### src/rtl/layer_scan_sequencer.sv
// layer_scan_sequencer
// Scans a double-buffered 8-layer frame onto the cube. Each layer is loaded onto
// the column bus, the layer activator is kicked with a one-cycle start pulse,
// and the sequencer waits for its done pulse (or a timeout) before advancing.
// A newly written back frame becomes visible only at a frame boundary, after
// FRAME_REPEAT complete scans of the current front frame.
// Build option: define LAYER_SCAN_BLANK_GAP_EN to insert DEAD_TIME blank cycles
// (columns forced to zero) between layers.
module layer_scan_sequencer #(
  parameter int FRAME_REPEAT = 16,
  parameter int TIMEOUT      = 4095,
  parameter int DEAD_TIME    = 4
) (
  input  logic        clk,
  input  logic        rst_n,
  input  logic        enable,
  input  logic        wr_valid,
  output logic        wr_ready,
  input  logic [2:0]  wr_layer,
  input  logic [63:0] wr_data,
  input  logic        wr_last,
  output logic        scan_start,
  output logic [2:0]  scan_layer,
  input  logic        scan_done,
  output logic [63:0] col_data,
  output logic        frame_swapped,
  output logic        timeout_err
);

  localparam int RPT_W = (FRAME_REPEAT > 1) ? $clog2(FRAME_REPEAT) : 1;
  localparam int TMO_W = $clog2(TIMEOUT);
  localparam logic [RPT_W-1:0] RPT_LAST = RPT_W'(FRAME_REPEAT - 1);
  localparam logic [TMO_W-1:0] TMO_LAST = TMO_W'(TIMEOUT - 1);

  // Reject parameter values the counters cannot represent sensibly.
  if (FRAME_REPEAT < 1) begin : g_bad_repeat
    $error("FRAME_REPEAT must be at least 1");
  end
  if (TIMEOUT < 2) begin : g_bad_timeout
    $error("TIMEOUT must be at least 2");
  end
  if (DEAD_TIME < 1) begin : g_bad_dead_time
    $error("DEAD_TIME must be at least 1");
  end

  typedef enum logic [2:0] {
    ST_IDLE  = 3'd0,
    ST_LOAD  = 3'd1,
    ST_START = 3'd2,
    ST_WAIT  = 3'd3,
    ST_NEXT  = 3'd4
`ifdef LAYER_SCAN_BLANK_GAP_EN
    , ST_BLANK = 3'd5
`endif
  } state_t;

  state_t            state_q, state_d;
  logic [2:0]        layer_q, layer_d;
  logic [RPT_W-1:0]  repeat_cnt_q, repeat_cnt_d;
  logic [TMO_W-1:0]  wait_cnt_q, wait_cnt_d;
  logic              front_sel_q, front_sel_d;
  logic              pending_q, pending_d;
  logic [63:0]       col_data_q, col_data_d;
  logic [2:0]        scan_layer_q, scan_layer_d;
  logic              frame_swapped_q, frame_swapped_d;
  logic              timeout_err_q, timeout_err_d;
  logic [63:0]       buf_q [0:1][0:7];
  logic [63:0]       buf_d [0:1][0:7];

`ifdef LAYER_SCAN_BLANK_GAP_EN
  localparam int DT_W = (DEAD_TIME > 1) ? $clog2(DEAD_TIME) : 1;
  localparam logic [DT_W-1:0] DT_LAST = DT_W'(DEAD_TIME - 1);
  logic [DT_W-1:0]   blank_cnt_q, blank_cnt_d;
`endif

  logic              wr_fire;
  logic [TMO_W-1:0]  wait_inc;
  logic              wait_expired;

  // The back buffer only accepts writes until a complete frame is waiting.
  assign wr_fire      = wr_valid & ~pending_q;
  assign wait_inc     = wait_cnt_q + 1'b1;
  assign wait_expired = (state_q == ST_WAIT) && !scan_done && (wait_inc == TMO_LAST);

  assign wr_ready      = ~pending_q;
  assign scan_layer    = scan_layer_q;
  assign col_data      = col_data_q;
  assign frame_swapped = frame_swapped_q;
  assign timeout_err   = timeout_err_q;

  // State register.
  always_ff @(posedge clk) begin
    if (!rst_n) begin
      state_q <= ST_IDLE;
    end else begin
      state_q <= state_d;
    end
  end

  // Next-state logic: done or timeout ends a layer; enable is honoured at layer boundaries.
  always_comb begin
    state_d = state_q;
    case (state_q)
      ST_IDLE:  if (enable) state_d = ST_LOAD;
      ST_LOAD:  state_d = ST_START;
      ST_START: state_d = ST_WAIT;
      ST_WAIT:  if (scan_done || wait_expired) state_d = ST_NEXT;
      ST_NEXT: begin
        if (!enable) begin
          state_d = ST_IDLE;
        end else begin
`ifdef LAYER_SCAN_BLANK_GAP_EN
          state_d = ST_BLANK;
`else
          state_d = ST_LOAD;
`endif
        end
      end
`ifdef LAYER_SCAN_BLANK_GAP_EN
      ST_BLANK: if (blank_cnt_q == DT_LAST) state_d = ST_LOAD;
`endif
      default:  state_d = ST_IDLE;
    endcase
  end

  // Output logic: the activator start pulse lasts exactly the START cycle.
  always_comb begin
    scan_start = (state_q == ST_START);
  end

  // Datapath next values: buffer writes, layer/repeat bookkeeping, swap and timeout.
  always_comb begin
    layer_d         = layer_q;
    repeat_cnt_d    = repeat_cnt_q;
    wait_cnt_d      = wait_cnt_q;
    front_sel_d     = front_sel_q;
    pending_d       = pending_q;
    col_data_d      = col_data_q;
    scan_layer_d    = scan_layer_q;
    frame_swapped_d = 1'b0;
    timeout_err_d   = timeout_err_q;
    buf_d           = buf_q;
`ifdef LAYER_SCAN_BLANK_GAP_EN
    blank_cnt_d     = blank_cnt_q;
`endif

    // Writes always land in the back buffer; a frame only counts once wr_last arrives.
    if (wr_fire) begin
      buf_d[~front_sel_q][wr_layer] = wr_data;
      if (wr_last) pending_d = 1'b1;
    end

    case (state_q)
      ST_IDLE: begin
        col_data_d = '0;
        layer_d    = '0;
      end
      ST_LOAD: begin
        col_data_d   = buf_q[front_sel_q][layer_q];
        scan_layer_d = layer_q;
      end
      ST_START: begin
        wait_cnt_d = '0;
      end
      ST_WAIT: begin
        if (!scan_done) begin
          wait_cnt_d = wait_inc;
          if (wait_expired) timeout_err_d = 1'b1;
        end
      end
      ST_NEXT: begin
        layer_d = layer_q + 3'd1;
        if (layer_q == 3'd7) begin
          if (repeat_cnt_q == RPT_LAST) begin
            repeat_cnt_d = '0;
            // Swap decision uses the registered flag, so a wr_last landing in
            // this very cycle waits for the following frame boundary.
            if (pending_q) begin
              front_sel_d     = ~front_sel_q;
              pending_d       = 1'b0;
              frame_swapped_d = 1'b1;
            end
          end else begin
            repeat_cnt_d = repeat_cnt_q + 1'b1;
          end
        end
        if (!enable) begin
          layer_d      = '0;
          repeat_cnt_d = '0;
          col_data_d   = '0;
        end
`ifdef LAYER_SCAN_BLANK_GAP_EN
        else begin
          col_data_d  = '0;
          blank_cnt_d = '0;
        end
`endif
      end
`ifdef LAYER_SCAN_BLANK_GAP_EN
      ST_BLANK: begin
        blank_cnt_d = blank_cnt_q + 1'b1;
      end
`endif
      default: begin
        col_data_d = '0;
      end
    endcase
  end

  // Datapath registers, including both frame buffers which reset to blank.
  always_ff @(posedge clk) begin
    if (!rst_n) begin
      layer_q         <= '0;
      repeat_cnt_q    <= '0;
      wait_cnt_q      <= '0;
      front_sel_q     <= 1'b0;
      pending_q       <= 1'b0;
      col_data_q      <= '0;
      scan_layer_q    <= '0;
      frame_swapped_q <= 1'b0;
      timeout_err_q   <= 1'b0;
`ifdef LAYER_SCAN_BLANK_GAP_EN
      blank_cnt_q     <= '0;
`endif
      for (int b = 0; b < 2; b++) begin
        for (int l = 0; l < 8; l++) begin
          buf_q[b][l] <= '0;
        end
      end
    end else begin
      layer_q         <= layer_d;
      repeat_cnt_q    <= repeat_cnt_d;
      wait_cnt_q      <= wait_cnt_d;
      front_sel_q     <= front_sel_d;
      pending_q       <= pending_d;
      col_data_q      <= col_data_d;
      scan_layer_q    <= scan_layer_d;
      frame_swapped_q <= frame_swapped_d;
      timeout_err_q   <= timeout_err_d;
`ifdef LAYER_SCAN_BLANK_GAP_EN
      blank_cnt_q     <= blank_cnt_d;
`endif
      buf_q           <= buf_d;
    end
  end

endmodule
### config.mk
export PLATFORM = sky130hd
export DESIGN_NAME = layer_scan_sequencer
export DESIGN_NICKNAME = d
export VERILOG_FILES = /design/src/rtl/layer_scan_sequencer.sv
export SDC_FILE = /design/constraint.sdc
export NUM_CORES = 2
export LEC_CHECK = 0
export CORE_MARGIN = 8
export CORE_UTILIZATION = 50
export CTS_CLUSTER_SIZE = 40
export DETAILED_ROUTE_END_ITERATION = 8
export HOLD_SLACK_MARGIN = 0.02
export PLACE_DENSITY = 0.72
export REMOVE_ABC_BUFFERS = 1
export SLEW_MARGIN = 5
export SYNTH_ARGS = -nofsm -noshare
export SYNTH_HDL_FRONTEND = slang
export SYNTH_SLANG_ARGS = --single-unit
### constraint.sdc
create_clock -name clk -period 2.05 [get_ports clk]
set_input_delay 0.41 -clock clk [delete_from_list [all_inputs] [get_ports clk]]
set_output_delay 0.41 -clock clk [all_outputs]
set_load 0.05 [all_outputs]
# ---- After elaboration in Yosys (flattened, before gate mapping)
# Index checks and enable logic that the tools add are counted.
dict set report totals {
  ff_bits 1117
  in_bits 73
  output_inout_bits 71
  word_cells 104
}
dict set report classes {
  add_sub_neg 3
  magnitude_cmp 6
  eq_ne 12
  muxes 31
  bitwise_logic 9
  reduce_logical 17
}
# operator n
set ops {}
lappend ops {{512-bit two-way mux} 4}
lappend ops {{1024-bit bitwise mux} 1}
lappend ops {{512-bit demux with 1-bit select} 1}
lappend ops {{64-bit two-way mux} 4}
lappend ops {{64-bit binary-select mux with 3-bit select} 1}
lappend ops {{64-bit demux with 3-bit select} 1}
lappend ops {{64-bit one-hot mux with 3 select lines} 1}
lappend ops {{12-bit one-hot mux with 2 select lines} 1}
lappend ops {{3-bit one-hot mux with 5 select lines} 1}
lappend ops {{12-bit by 1-bit adder with 12-bit output, second input constant} 1}
lappend ops {{12-bit == test, second input constant} 1}
lappend ops {{12-bit two-way mux} 1}
lappend ops {{4-bit two-way mux} 3}
lappend ops {{3-bit two-way mux} 3}
lappend ops {{4-bit greater-or-equal comparator, second input constant} 2}
lappend ops {{1-bit two-way mux} 8}
lappend ops {{3-bit inverter with 4-bit output} 2}
lappend ops {{2-bit AND reduction} 4}
lappend ops {{4-bit AND reduction} 2}
lappend ops {{3-bit by 2-bit == test with 1-bit output, second input constant} 2}
lappend ops {{3-bit == test, second input constant} 2}
lappend ops {{2-bit != test, second input constant} 3}
lappend ops {{3-bit one-hot mux with 2 select lines} 1}
lappend ops {{4-bit by 1-bit adder with 4-bit output, second input constant} 1}
lappend ops {{other kinds (17)} 27}

# ---- Logic depth before layout (Yosys ltp)
dict set report logic_depth {
  ltp_word 8
  ltp_mapped 8
  ltp_nobuf 6
}

# ---- Worst setup path after synthesis
# Ideal clock, no wire load.
dict set report synth_path {
  path_type {flip-flop to flip-flop}
  from {register front_sel_q}
  to {register col_data_q[54] (netlist: col_data[54])}
  setup_ns 0.117
  arrival_ns 2.106
  t_required_ns 1.933
  path_slack_ns -0.173
  stages_incl_launch_ff 7
  path_buffers 3
  period_less_slack_ns 2.223
  path_cell_list {dfxtp_1 buf_2 clkbuf_1 clkbuf_1 mux4_2 mux4_2 a32o_1}
}
dict set report synth_via {
  elab_chain_len 8
}
# element line_no
set synth_lines {}
lappend synth_lines {{from (decl)} 61} ;# logic front_sel_q, front_sel_d;
lappend synth_lines {{from (signal assigned)} 234} ;# front_sel_q <= front_sel_d;
lappend synth_lines {{1-bit inverter with 2-bit output (implied by the code)} 159} ;# col_data_d = buf_q[front_sel_q][layer_q];
lappend synth_lines {{512-bit two-way mux (implied by the code) (3 in series)} 159}
lappend synth_lines {{64-bit binary-select mux with 3-bit select} 159}
lappend synth_lines {{64-bit two-way mux (implied by the code) (2 in series)} 159}
lappend synth_lines {{64-bit one-hot mux with 3 select lines} 153} ;# case (state_q)
lappend synth_lines {{to (signal assigned)} 236} ;# col_data_q <= col_data_d;
lappend synth_lines {{to (decl)} 63} ;# logic [63:0] col_data_q, col_data_d;
# No other way between the ends. The select of a mux whose other input is x is not followed.
# A chain may end at the register's enable or synchronous reset.

# ---- Final worst setup path
dict set report layout_path {
  from {register layer_q[0]}
  to {register col_data_q[34] (netlist: col_data[34])}
}
dict set report layout_via {
  elab_chain_len 5
}
# element line_no
set layout_lines {}
lappend layout_lines {{from (decl)} 58} ;# logic [2:0] layer_q, layer_d;
lappend layout_lines {{from (signal assigned)} 231} ;# layer_q <= layer_d;
lappend layout_lines {{3-bit inverter with 4-bit output (implied by the code)} 159}
lappend layout_lines {{64-bit binary-select mux with 3-bit select} 159}
lappend layout_lines {{64-bit two-way mux (implied by the code) (2 in series)} 159}
lappend layout_lines {{64-bit one-hot mux with 3 select lines} 153}
# No other way between the ends. The select of a mux whose other input is x is not followed.

==> metrics.cfg <==
[status]
status = complete, but fails checks
violations = setup timing

[timing]
clock-skew-final_ps = 35.7
finalCritPeriodShare = 1.13
setup_tns_ps = -12580
clock.fmax_mhz = 433
maxSlewViolCount = 0
fin_crit_ps = 2310
finalWorstSetupSlack_ps = -258
setup_viol = 66
worst_slew_pin_slew_ps = 677
slew_headroom = 0.548
rsz0062_at_grt = yes
hold_viol = 0

[run]
maxCapViolations = 0

[finish]
final_area_um2 = 59300
area_delta_synth_final_pct = 20.9
layout_common_cells = nand2_1 (2067), dfxtp_1 (1108), a21boi_0 (845), mux4_2 (320), a21boi_1 (183)
nets = 5479
layout-drive-gt1-share = 0.172
fin_cells = 6794
layout_commonest_cell = nand2_1
fin_util = 0.606

[floorplan]
die_x_um = 329
ios = 144
start_util = 0.501
die_h_um = 329
die_area_um2 = 108000
rows = 115
fp.coreArea_um2 = 97800

[synth]
syn_inst = 5328
synthSimpleGateAreaFrac = 0.172
ys_ff_latch = 1117
synth_flop_cell = dfxtp_1
synth_area_um2 = 49000
synth_compound_area_frac = 0.177
synth-seq-area-share = 0.456
synth-adder-area-share = 0.00153
syn-mean-instance-area_um2 = 9.21
synth_cell_types = 51
ys_warn_count = 0
synth-async-reset-ratio = 0
synth-edff-count = 0
synth_xor_area_frac = 0.000714
synth_mux_area_frac = 0.148
synth_top_family_by_area = compound AO/OA/AOI/OAI gates

[clock_tree]
cts_tree = yes
clk_path_buf_depth = 3
htree_levels = 3
insertion_delay_ps = 720
clock_sinks = 1117
cts_made_buffers = 114
clockRootBuffer = clkbuf_16
cts.hold.buffers_added = 0
clkTransAtPathRegs_ps = 60

[placement]
post_dp_cell_area_um2 = 54000
hpwlAfterDp_mm = 89.3
post-place-cells = 6505
gp_congestion = 0.827
portBuffers = 143
pre_cts_slack_ps = -478

[setup_path]
timing.rr.end = col_data[34]
critPathCaptureType = register
path_max_fanout = 17
crit_arrival_ps = 2910
cp.required_ps = 2650
setup.worst_path.start_class = register
crit_start = layer_q[0]
ff2ff_path_depth = 5
crit_type = register to register
cp-endpoint = col_data[34]
rr_startpoint = layer_q[0]
rrSetupSlack_ps = -260

[min_path]
min_path_type = input pin to register
min_from = rst_n

[drt]
ant_nets = 0
dr_total_vias = 39985
dr.pass1.iters = 6
drtIter0Drc = 4695
wire_per_inst_um = 23.3
drc = 0
viasPerCell = 5.89
routed_wl_mm = 158

[global_routing]
grt_pass1_vias = 38864
grt.total_usage = 0.275
antenna_found_initial = 14
grt_first_pass_wirelength_mm = 234
grt_start_max_net_pins = 96
overflow = 0

[power_and_ir_drop]
power.density_nw_per_um2 = 772
p_leak_nw = 19.8
ir_worst_vdd_uv = 763

[state kept, by name, indices dropped and copies added, names as in the netlist]
| signal | flops |
|---|---|
| buf_q | 1024 |
| col_data | 64 |
| frame_swapped | 1 |
| front_sel_q | 1 |
| layer_q | 3 |
| pending_q | 1 |
| repeat_cnt_q | 4 |
| scan_layer | 3 |
| state_q | 3 |
| timeout_err | 1 |
| wait_cnt_q | 12 |
[report_power, final]
group          leakage [nW]  total (mW)  switching (mW)  internal, mW
clock network          1.93        21.5            8.96          12.5
registers              9.02        22.0           0.110          21.9
logic                  8.87        2.24            1.34         0.897
[cell usage after synthesis, drive strengths merged, types with 7 or more instances]
library cell	n	share of area
and2	13	0.0017
clkbuf	477	0.037
mux4	320	0.15
nor3	9	0.0012
a21boi	1031	0.16
nand3	12	0.0012
dfxtp	1117	0.46
nor2b	13	0.0017
nand2	2082	0.16
a32o	64	0.013
buf	73	0.0085
a21oi	7	0.00071
o21ai	10	0.0010
nor2	20	0.0015
[cell type report]
cell class | instances | area, um2
antenna | 11 | 27.5
clock buffer | 180 | 3530
clock inverter | 32 | 369
fill | 7910 | 38600
inverter | 6 | 22.5
multi-input combinational | 3655 | 24800
sequential | 1117 | 22400
tap | 1287 | 1610
timing repair buffer | 506 | 6510
[metrics by stage]
step | total power, mW | hold slack, ps
after floorplan | 23.2 | 432
after global placement | 24.6 | 438
after detailed placement | 24.6 | 442
after CTS | 45.8 | 51.0
after global routing | 46.9 | 65.1
final | 45.7 | 70.0
[per-layer routing]
metal / global-route usage / share of wire / vias up
li1: - / - / 18166
met1: 0.366 / 0.40 / 19540
met2: 0.447 / 0.46 / 1874
met3: 0.0493 / 0.10 / 393
met4: 0.104 / 0.037 / 12
met5: 0 / 0.00047 / -
[worst max-delay path: stages, from the launching register on]
cell and delay [ps]:
dfxtp_4 390, buf_12 210, buf_12 190, mux4_2 550, mux4_2 560, a32o_1 280
[worst min path at each step]
stage                    end  slack [ps]  cells after the start
6_report       wait_cnt_q[3]          70                      2
3_3_place_gp      buf_q[436]         440                      2
2_1_floorplan     buf_q[117]         430                      2
3_5_place_dp      buf_q[466]         440                      2
5_1_grt        wait_cnt_q[3]          70                      2
4_1_cts        wait_cnt_q[5]          50                      2
[cell families (layout without fill, tap and decap cells)]
kind of cell | after synthesis | after routing
AND/OR/NAND/NOR | 2185 | 2185
AO/OA/AOI/OAI | 1136 | 1136
flip-flops | 1117 | 1117
buffers and inverters | 556 | 724
multiplexers | 324 | 324
adder cells (fa/ha/maj) | 6 | 6
XOR/XNOR | 4 | 4
other | 0 | 11
[timing repair]
| action | in CTS | in global routing |
|---|---|---|
| resized for setup | 116 | 70 |
| setup buffers | 18 | 23 |
| pin swaps | 13 | 15 |
| endpoints found under the setup margin | 305 | 337 |
| cloned | 9 | 21 |
Power figures use the tool's default switching activity.
